[config.mk]
export PLATFORM = sky130hd
export DESIGN_NAME = usb_ep_capture
export DESIGN_NICKNAME = d
export VERILOG_FILES = /design/src/rtl/usb_ep_capture.sv
export SDC_FILE = /design/constraint.sdc
export NUM_CORES = 2
export LEC_CHECK = 0
export BUFFER_PORTS_ARGS = -buffer_cell sky130_fd_sc_hd__buf_4
export CORE_MARGIN = 4
export CORE_UTILIZATION = 64
export DETAILED_ROUTE_END_ITERATION = 10
export MAX_ROUTING_LAYER = met4
export PLACE_DENSITY = 0.81
export SYNTH_ARGS = -nofsm -noshare
export SYNTH_HDL_FRONTEND = slang
export SYNTH_SLANG_ARGS = --single-unit
[constraint.sdc]
create_clock -name clk48 -period 46.8 [get_ports clk48]
set_input_delay 9.36 -clock clk48 [delete_from_list [all_inputs] [get_ports clk48]]
set_output_delay 9.36 -clock clk48 [all_outputs]
set_load 0.005 [all_outputs]
[src/rtl/usb_ep_capture.sv]
// usb_ep_capture: per-endpoint sliding capture window for the USB device core.
// Keeps the last DEPTH bytes seen on each endpoint and a saturating valid-byte
// count. Exposes a registered debug read port and a two-stage pattern matcher
// (default pattern: GET_DESCRIPTOR(Device) SETUP on EP0).
// Optional feature: define EP_STATS_EN to build per-endpoint 16-bit
// successful-transaction counters behind rd_pkt_cnt; otherwise it reads zero.
`timescale 1ns/1ps
module usb_ep_capture #(
    parameter int                 NUM_EP        = 16,
    parameter int                 DEPTH         = 8,
    parameter int                 MATCH_EP      = 0,
    parameter logic [8*DEPTH-1:0] MATCH_PATTERN = 64'h8006000100004000,
    parameter bit                 MATCH_SETUP   = 1'b1
) (
    input  logic        clk48,
    input  logic        rst,
    input  logic        usb_rst,
    input  logic        transaction_active,
    input  logic [3:0]  endpoint,
    input  logic        setup,
    input  logic        success,
    input  logic        data_strobe,
    input  logic [7:0]  din,
    input  logic [3:0]  rd_ep,
    input  logic [3:0]  rd_idx,
    output logic [7:0]  rd_data,
    output logic [4:0]  rd_cnt,
    output logic        match_stb,
    output logic        match_flag,
    input  logic        match_clr,
    output logic [15:0] rd_pkt_cnt
);

    localparam logic [4:0] DEPTH_L  = 5'(DEPTH);
    localparam logic [4:0] NUM_EP_L = 5'(NUM_EP);

    // Window byte [e][0] is the newest byte of endpoint e, [e][DEPTH-1] the oldest.
    logic [7:0]         win [NUM_EP][DEPTH];
    logic [4:0]         cnt [NUM_EP];
    logic               ta_p1;
    logic               ta_rise;
    logic               vld_p1;
    logic [3:0]         ep_p1;
    logic               setup_p1;
    logic [8*DEPTH-1:0] match_win;
    logic               match_hit;
    logic               rd_ok;
    logic [7:0]         rd_byte_sel;
    logic [4:0]         rd_cnt_sel;

    assign ta_rise = transaction_active & ~ta_p1;

    // Previous transaction_active, used only to find the start of a transaction.
    always_ff @(posedge clk48 or posedge rst) begin
        if (rst) ta_p1 <= 1'b0;
        else     ta_p1 <= transaction_active;
    end

    // Shift each strobed byte into its endpoint window and track the valid count.
    always_ff @(posedge clk48 or posedge rst) begin
        if (rst) begin
            for (int e = 0; e < NUM_EP; e++) begin
                cnt[e] <= '0;
                for (int i = 0; i < DEPTH; i++) win[e][i] <= '0;
            end
        end else if (usb_rst) begin
            for (int e = 0; e < NUM_EP; e++) begin
                cnt[e] <= '0;
                for (int i = 0; i < DEPTH; i++) win[e][i] <= '0;
            end
        end else begin
            for (int e = 0; e < NUM_EP; e++) begin
                if (endpoint == 4'(e)) begin
                    if (data_strobe) begin
                        win[e][0] <= din;
                        for (int i = 1; i < DEPTH; i++) win[e][i] <= win[e][i-1];
                    end
                    if (ta_rise)
                        cnt[e] <= data_strobe ? 5'd1 : 5'd0;
                    else if (data_strobe && cnt[e] != DEPTH_L)
                        cnt[e] <= cnt[e] + 5'd1;
                end
            end
        end
    end

    // Flatten the matched endpoint's window with the oldest byte in the MSBs.
    always_comb begin
        match_win = '0;
        for (int i = 0; i < DEPTH; i++) match_win[8*i +: 8] = win[MATCH_EP][i];
    end

    assign match_hit = vld_p1 && (ep_p1 == 4'(MATCH_EP)) && (cnt[MATCH_EP] == DEPTH_L) &&
                       (match_win == MATCH_PATTERN) && (setup_p1 || !MATCH_SETUP);

    // ---- stage p1: success context captured; window now includes any coincident byte
    always_ff @(posedge clk48) begin
        ep_p1    <= endpoint;
        setup_p1 <= setup;
    end

    // ---- stage p2: compare result registered; sticky flag follows the strobe
    always_ff @(posedge clk48 or posedge rst) begin
        if (rst) begin
            vld_p1     <= 1'b0;
            match_stb  <= 1'b0;
            match_flag <= 1'b0;
        end else if (usb_rst) begin
            vld_p1     <= 1'b0;
            match_stb  <= 1'b0;
            match_flag <= 1'b0;
        end else begin
            vld_p1     <= success;
            match_stb  <= match_hit;
            match_flag <= match_stb | (match_flag & ~match_clr);
        end
    end

    assign rd_ok = ({1'b0, rd_ep} < NUM_EP_L) && ({1'b0, rd_idx} < DEPTH_L);

    // Read-port select implemented as a compare mux so any index width is safe.
    always_comb begin
        rd_byte_sel = '0;
        rd_cnt_sel  = '0;
        for (int e = 0; e < NUM_EP; e++) begin
            if (rd_ep == 4'(e)) begin
                rd_cnt_sel = cnt[e];
                for (int i = 0; i < DEPTH; i++)
                    if (rd_idx == 4'(i)) rd_byte_sel = win[e][i];
            end
        end
    end

    // Registered read port; out-of-range selects return zero.
    always_ff @(posedge clk48 or posedge rst) begin
        if (rst) begin
            rd_data <= '0;
            rd_cnt  <= '0;
        end else if (usb_rst) begin
            rd_data <= '0;
            rd_cnt  <= '0;
        end else begin
            rd_data <= rd_ok ? rd_byte_sel : 8'h00;
            rd_cnt  <= rd_ok ? rd_cnt_sel  : 5'd0;
        end
    end

`ifdef EP_STATS_EN
    logic [15:0] pkt_cnt [NUM_EP];
    logic [15:0] rd_pkt_sel;

    // Count successful transactions per endpoint; wraps naturally at 16 bits.
    always_ff @(posedge clk48 or posedge rst) begin
        if (rst) begin
            for (int e = 0; e < NUM_EP; e++) pkt_cnt[e] <= '0;
        end else if (usb_rst) begin
            for (int e = 0; e < NUM_EP; e++) pkt_cnt[e] <= '0;
        end else begin
            for (int e = 0; e < NUM_EP; e++)
                if (success && endpoint == 4'(e)) pkt_cnt[e] <= pkt_cnt[e] + 16'd1;
        end
    end

    // Select the counter of the endpoint being read.
    always_comb begin
        rd_pkt_sel = '0;
        for (int e = 0; e < NUM_EP; e++)
            if (rd_ep == 4'(e)) rd_pkt_sel = pkt_cnt[e];
    end

    // Registered to line up with rd_data/rd_cnt.
    always_ff @(posedge clk48 or posedge rst) begin
        if (rst)          rd_pkt_cnt <= '0;
        else if (usb_rst) rd_pkt_cnt <= '0;
        else              rd_pkt_cnt <= rd_pkt_sel;
    end
`else
    assign rd_pkt_cnt = 16'h0000;
`endif

endmodule

==> flow_summary.yaml <==
run_status:
  status: "finished, violations left"
  violations: "DRC, capacitance limit, slew limit"
sta:
  relSlewSlack_pct: -2.32
  clock_skew_ns: 0.0311
  grt_setup_unrepaired: "false"
  worst_pin_slew_ns: 1.52
  fmax_mhz: 72.7
  slew_viol_final: 4
  fin_crit_ns: 13.75
  hold_violations: 0
  setup_violations: 0
  final.setup.tns_ns: 0
  post-route-period-util_pct: 29.4
clock_tree:
  cts_hold_buf: 0
  cts_setup_buffers: 0
  root_buffer: "clkbuf_16"
  cts_sinks: 1126
  clk_pin_slew_ns: 0.06
  clockBufferDepth: 3
  htreeDepth: 3
  insertion_delay_ns: 0.71
  post_cts_resized: 0
  cts_buffers: 113
  cts_tree: "built"
floorplan:
  rows: 105
  fp.dieW_um: 295
  core_mm2: 0.0818
  initial_utilization_pct: 64.4
  die_h_um: 295
  die-area_mm2: 0.0871
  ios: 59
worst_setup_path:
  critical_path_class: "primary input to flop"
  end_kind: "flop"
  cp-start-kind: "primary input"
  cp_max_fo: 104
  arrival_ns: 14.32
  crit_required_ns: 47.37
power:
  internal_power_uw: 1580
  p_leak_uw: 0.0260
  power_frac_seq_pct: 47.0
  switching_share_pct: 25.6
  comb_power_share_pct: 8.2
  clkPwrFrac_pct: 44.8
  ir_drop_mv: 0.0370
  netSwitchingPower_uw: 542
  power_per_cell_area_mw_per_mm2: 36.7
place:
  routabilityCongestion: 1.03
  portBuffers: 42
  place_hpwl_mm: 112
drt:
  dr.pass1.iters: 11
  ant_nets: 0
  routed.top_layer: "met4"
  finalWirelength_mm: 183
  wl_met1_mm: 67.0
  drt_iter0_drc: 8309
  drt-vias-per-instance: 7.78
  num_vias: 45002
  route.detailed.drc: 1
  wl_met2_mm: 74.2
  avgRoutedWirePerCell_um: 31.7
  met3_length_mm: 28.5
layout:
  areaGrowthSynthToFinish_pct: 9.52
  final_nets: 4660
  final_cell_mix: "dfrtp_1 (1121), a22o_1 (966), o21ai_0 (345)"
  fillCellCount: 5746
  final_common_cell: "dfrtp_1"
  drive_gt1_share_pct: 11.2
  postLayoutCoreUtil_pct: 70.6
global_routing:
  grt_usage_pct: 43.0
  grt_overflow: 0
  antenna_found_initial: 11
  grt_max_degree: 175
  grt_first_pass_wirelength_mm: 274
  grt_pass1_vias: 42272
synth:
  syn_area_mm2: 0.0527
  ys_types: 91
  yosysSeqAreaShare_pct: 53.4
  ys_ff_latch: 1126
  ys.flop_type: "dfrtp_1"
  yosysWarnings: 0
  synthTopCellsByArea: "dfrtp_1 (53%), a22o_1 (16%), o21ai_0 (3.3%), a21oi_1 (2.6%), nand2_1 (2.0%)"
  async_flop_share_pct: 99.6
  synth_cells: 4762
  synth_edf_count: 0
  yosysTopAreaCell: "dfrtp_1"
  synth_top_area_share_pct: 53.2
  synth.avg_cell_area_um2: 11.1
min_path:
  min_path_type: "flop to flop"
run:
  maxCapViolCount: 1
## registers in the layout, indices dropped and copies added (netlist names), 4 cells and up
name       count
cnt           80
match_win     64
rd_data        8
win          960
ep_p1          4
rd_cnt         5
## area by class of cell
class,instances,area (um2),share of cell area (%)
Clock buffer,163,3370,5.83
Timing Repair Buffer,167,1320,2.28
Inverter,41,161,0.279
Multi-Input combinational cell,3151,22800,39.5
Sequential cell,1126,28200,48.7
Clock inverter,49,527,0.912
Antenna cell,19,47.5,0.0823
Tap cell,1070,1340,2.32
## power by group through the flow
stage | logic [uW] | registers (uW) | clock network [uW]
2_1_floorplan | 105 | 1010 | 0
3_3_place_gp | 163 | 1010 | 0
3_5_place_dp | 165 | 1010 | 0
4_1_cts | 166 | 996 | 948
5_1_grt | 181 | 998 | 994
6_report | 174 | 997 | 949
## layer usage
| layer | track usage (%) | vias up |
|---|---|---|
| li1 | - | 18019 |
| met1 | 56.9 | 22143 |
| met2 | 56.0 | 3864 |
| met3 | 17.0 | 976 |
| met4 | 24.9 | 0 |
| met5 | - | - |
## path summary, 6_finish.rpt
path / from / to / slack [ns] / cells after the start
min in group asynchronous: rst / win[787] / 8.84 / 2
setup / recovery: rd_idx[0] / rd_data[7] / 33.05 / 13
max in group asynchronous: rst / match_win[22] / 34.74 / 5
setup reg to reg: win[847] / rd_data[7] / 43.52 / 9
hold / removal: win[248] / win[248] / 0.50 / 2
hold reg to reg: win[248] / win[248] / 0.50 / 2
## cell families (layout without fill, tap and decap cells)
family,after synthesis,after routing,synth area share [%]
flip-flops,1126,1126,53.4
AND/OR/NAND/NOR,796,796,7.11
XOR/XNOR,37,37,0.615
AO/OA/AOI/OAI,2087,2087,29.4
other,1,35,0.00711
multiplexers,183,183,4.54
buffers and inverters,500,420,4.18
adder cells (fa/ha/maj),32,32,0.759
## synth_stat cells, types with 65 or more instances
| cell | instances |
|---|---|
| dfrtp_1 | 1121 |
| a22o_1 | 966 |
| o21ai_0 | 345 |
| nand2_1 | 281 |
| a21oi_1 | 272 |
| clkbuf_1 | 270 |
| nor2_1 | 209 |
| mux2i_1 | 102 |
| o22ai_1 | 81 |
| buf_2 | 76 |
| a22oi_1 | 65 |
## through the flow
| step | std cells | worst slack, ns | area [um2] | total power [uW] | hold WS, ns |
|---|---|---|---|---|---|
| 4_1_cts | 5767 | 33.35 | 57700 | 2110 | 0.503 |
| 3_5_place_dp | 5555 | 32.65 | 53800 | 1180 | 0.483 |
| 5_1_grt | 5783 | 33.00 | 57700 | 2170 | 0.514 |
| 6_report | 5786 | 33.05 | 57800 | 2120 | 0.502 |
| 3_3_place_gp | 5555 | 32.72 | 53800 | 1180 | 0.481 |
| 2_1_floorplan | 4777 | 5.87 | 52800 | 1120 | 0.459 |
## worst max-delay path, stage by stage
cell	delay [ns]
buf_8	0.52
buf_12	0.56
buf_4	0.65
nand2b_2	0.35
buf_4	0.38
o221ai_1	0.27
a21oi_1	0.16
a222oi_1	0.27
nand2_1	0.10
a31oi_1	0.59
o2111ai_1	0.38
a21oi_1	0.50
o21ai_1	0.10
No activity file was read; power rests on OpenSTA's default activity.
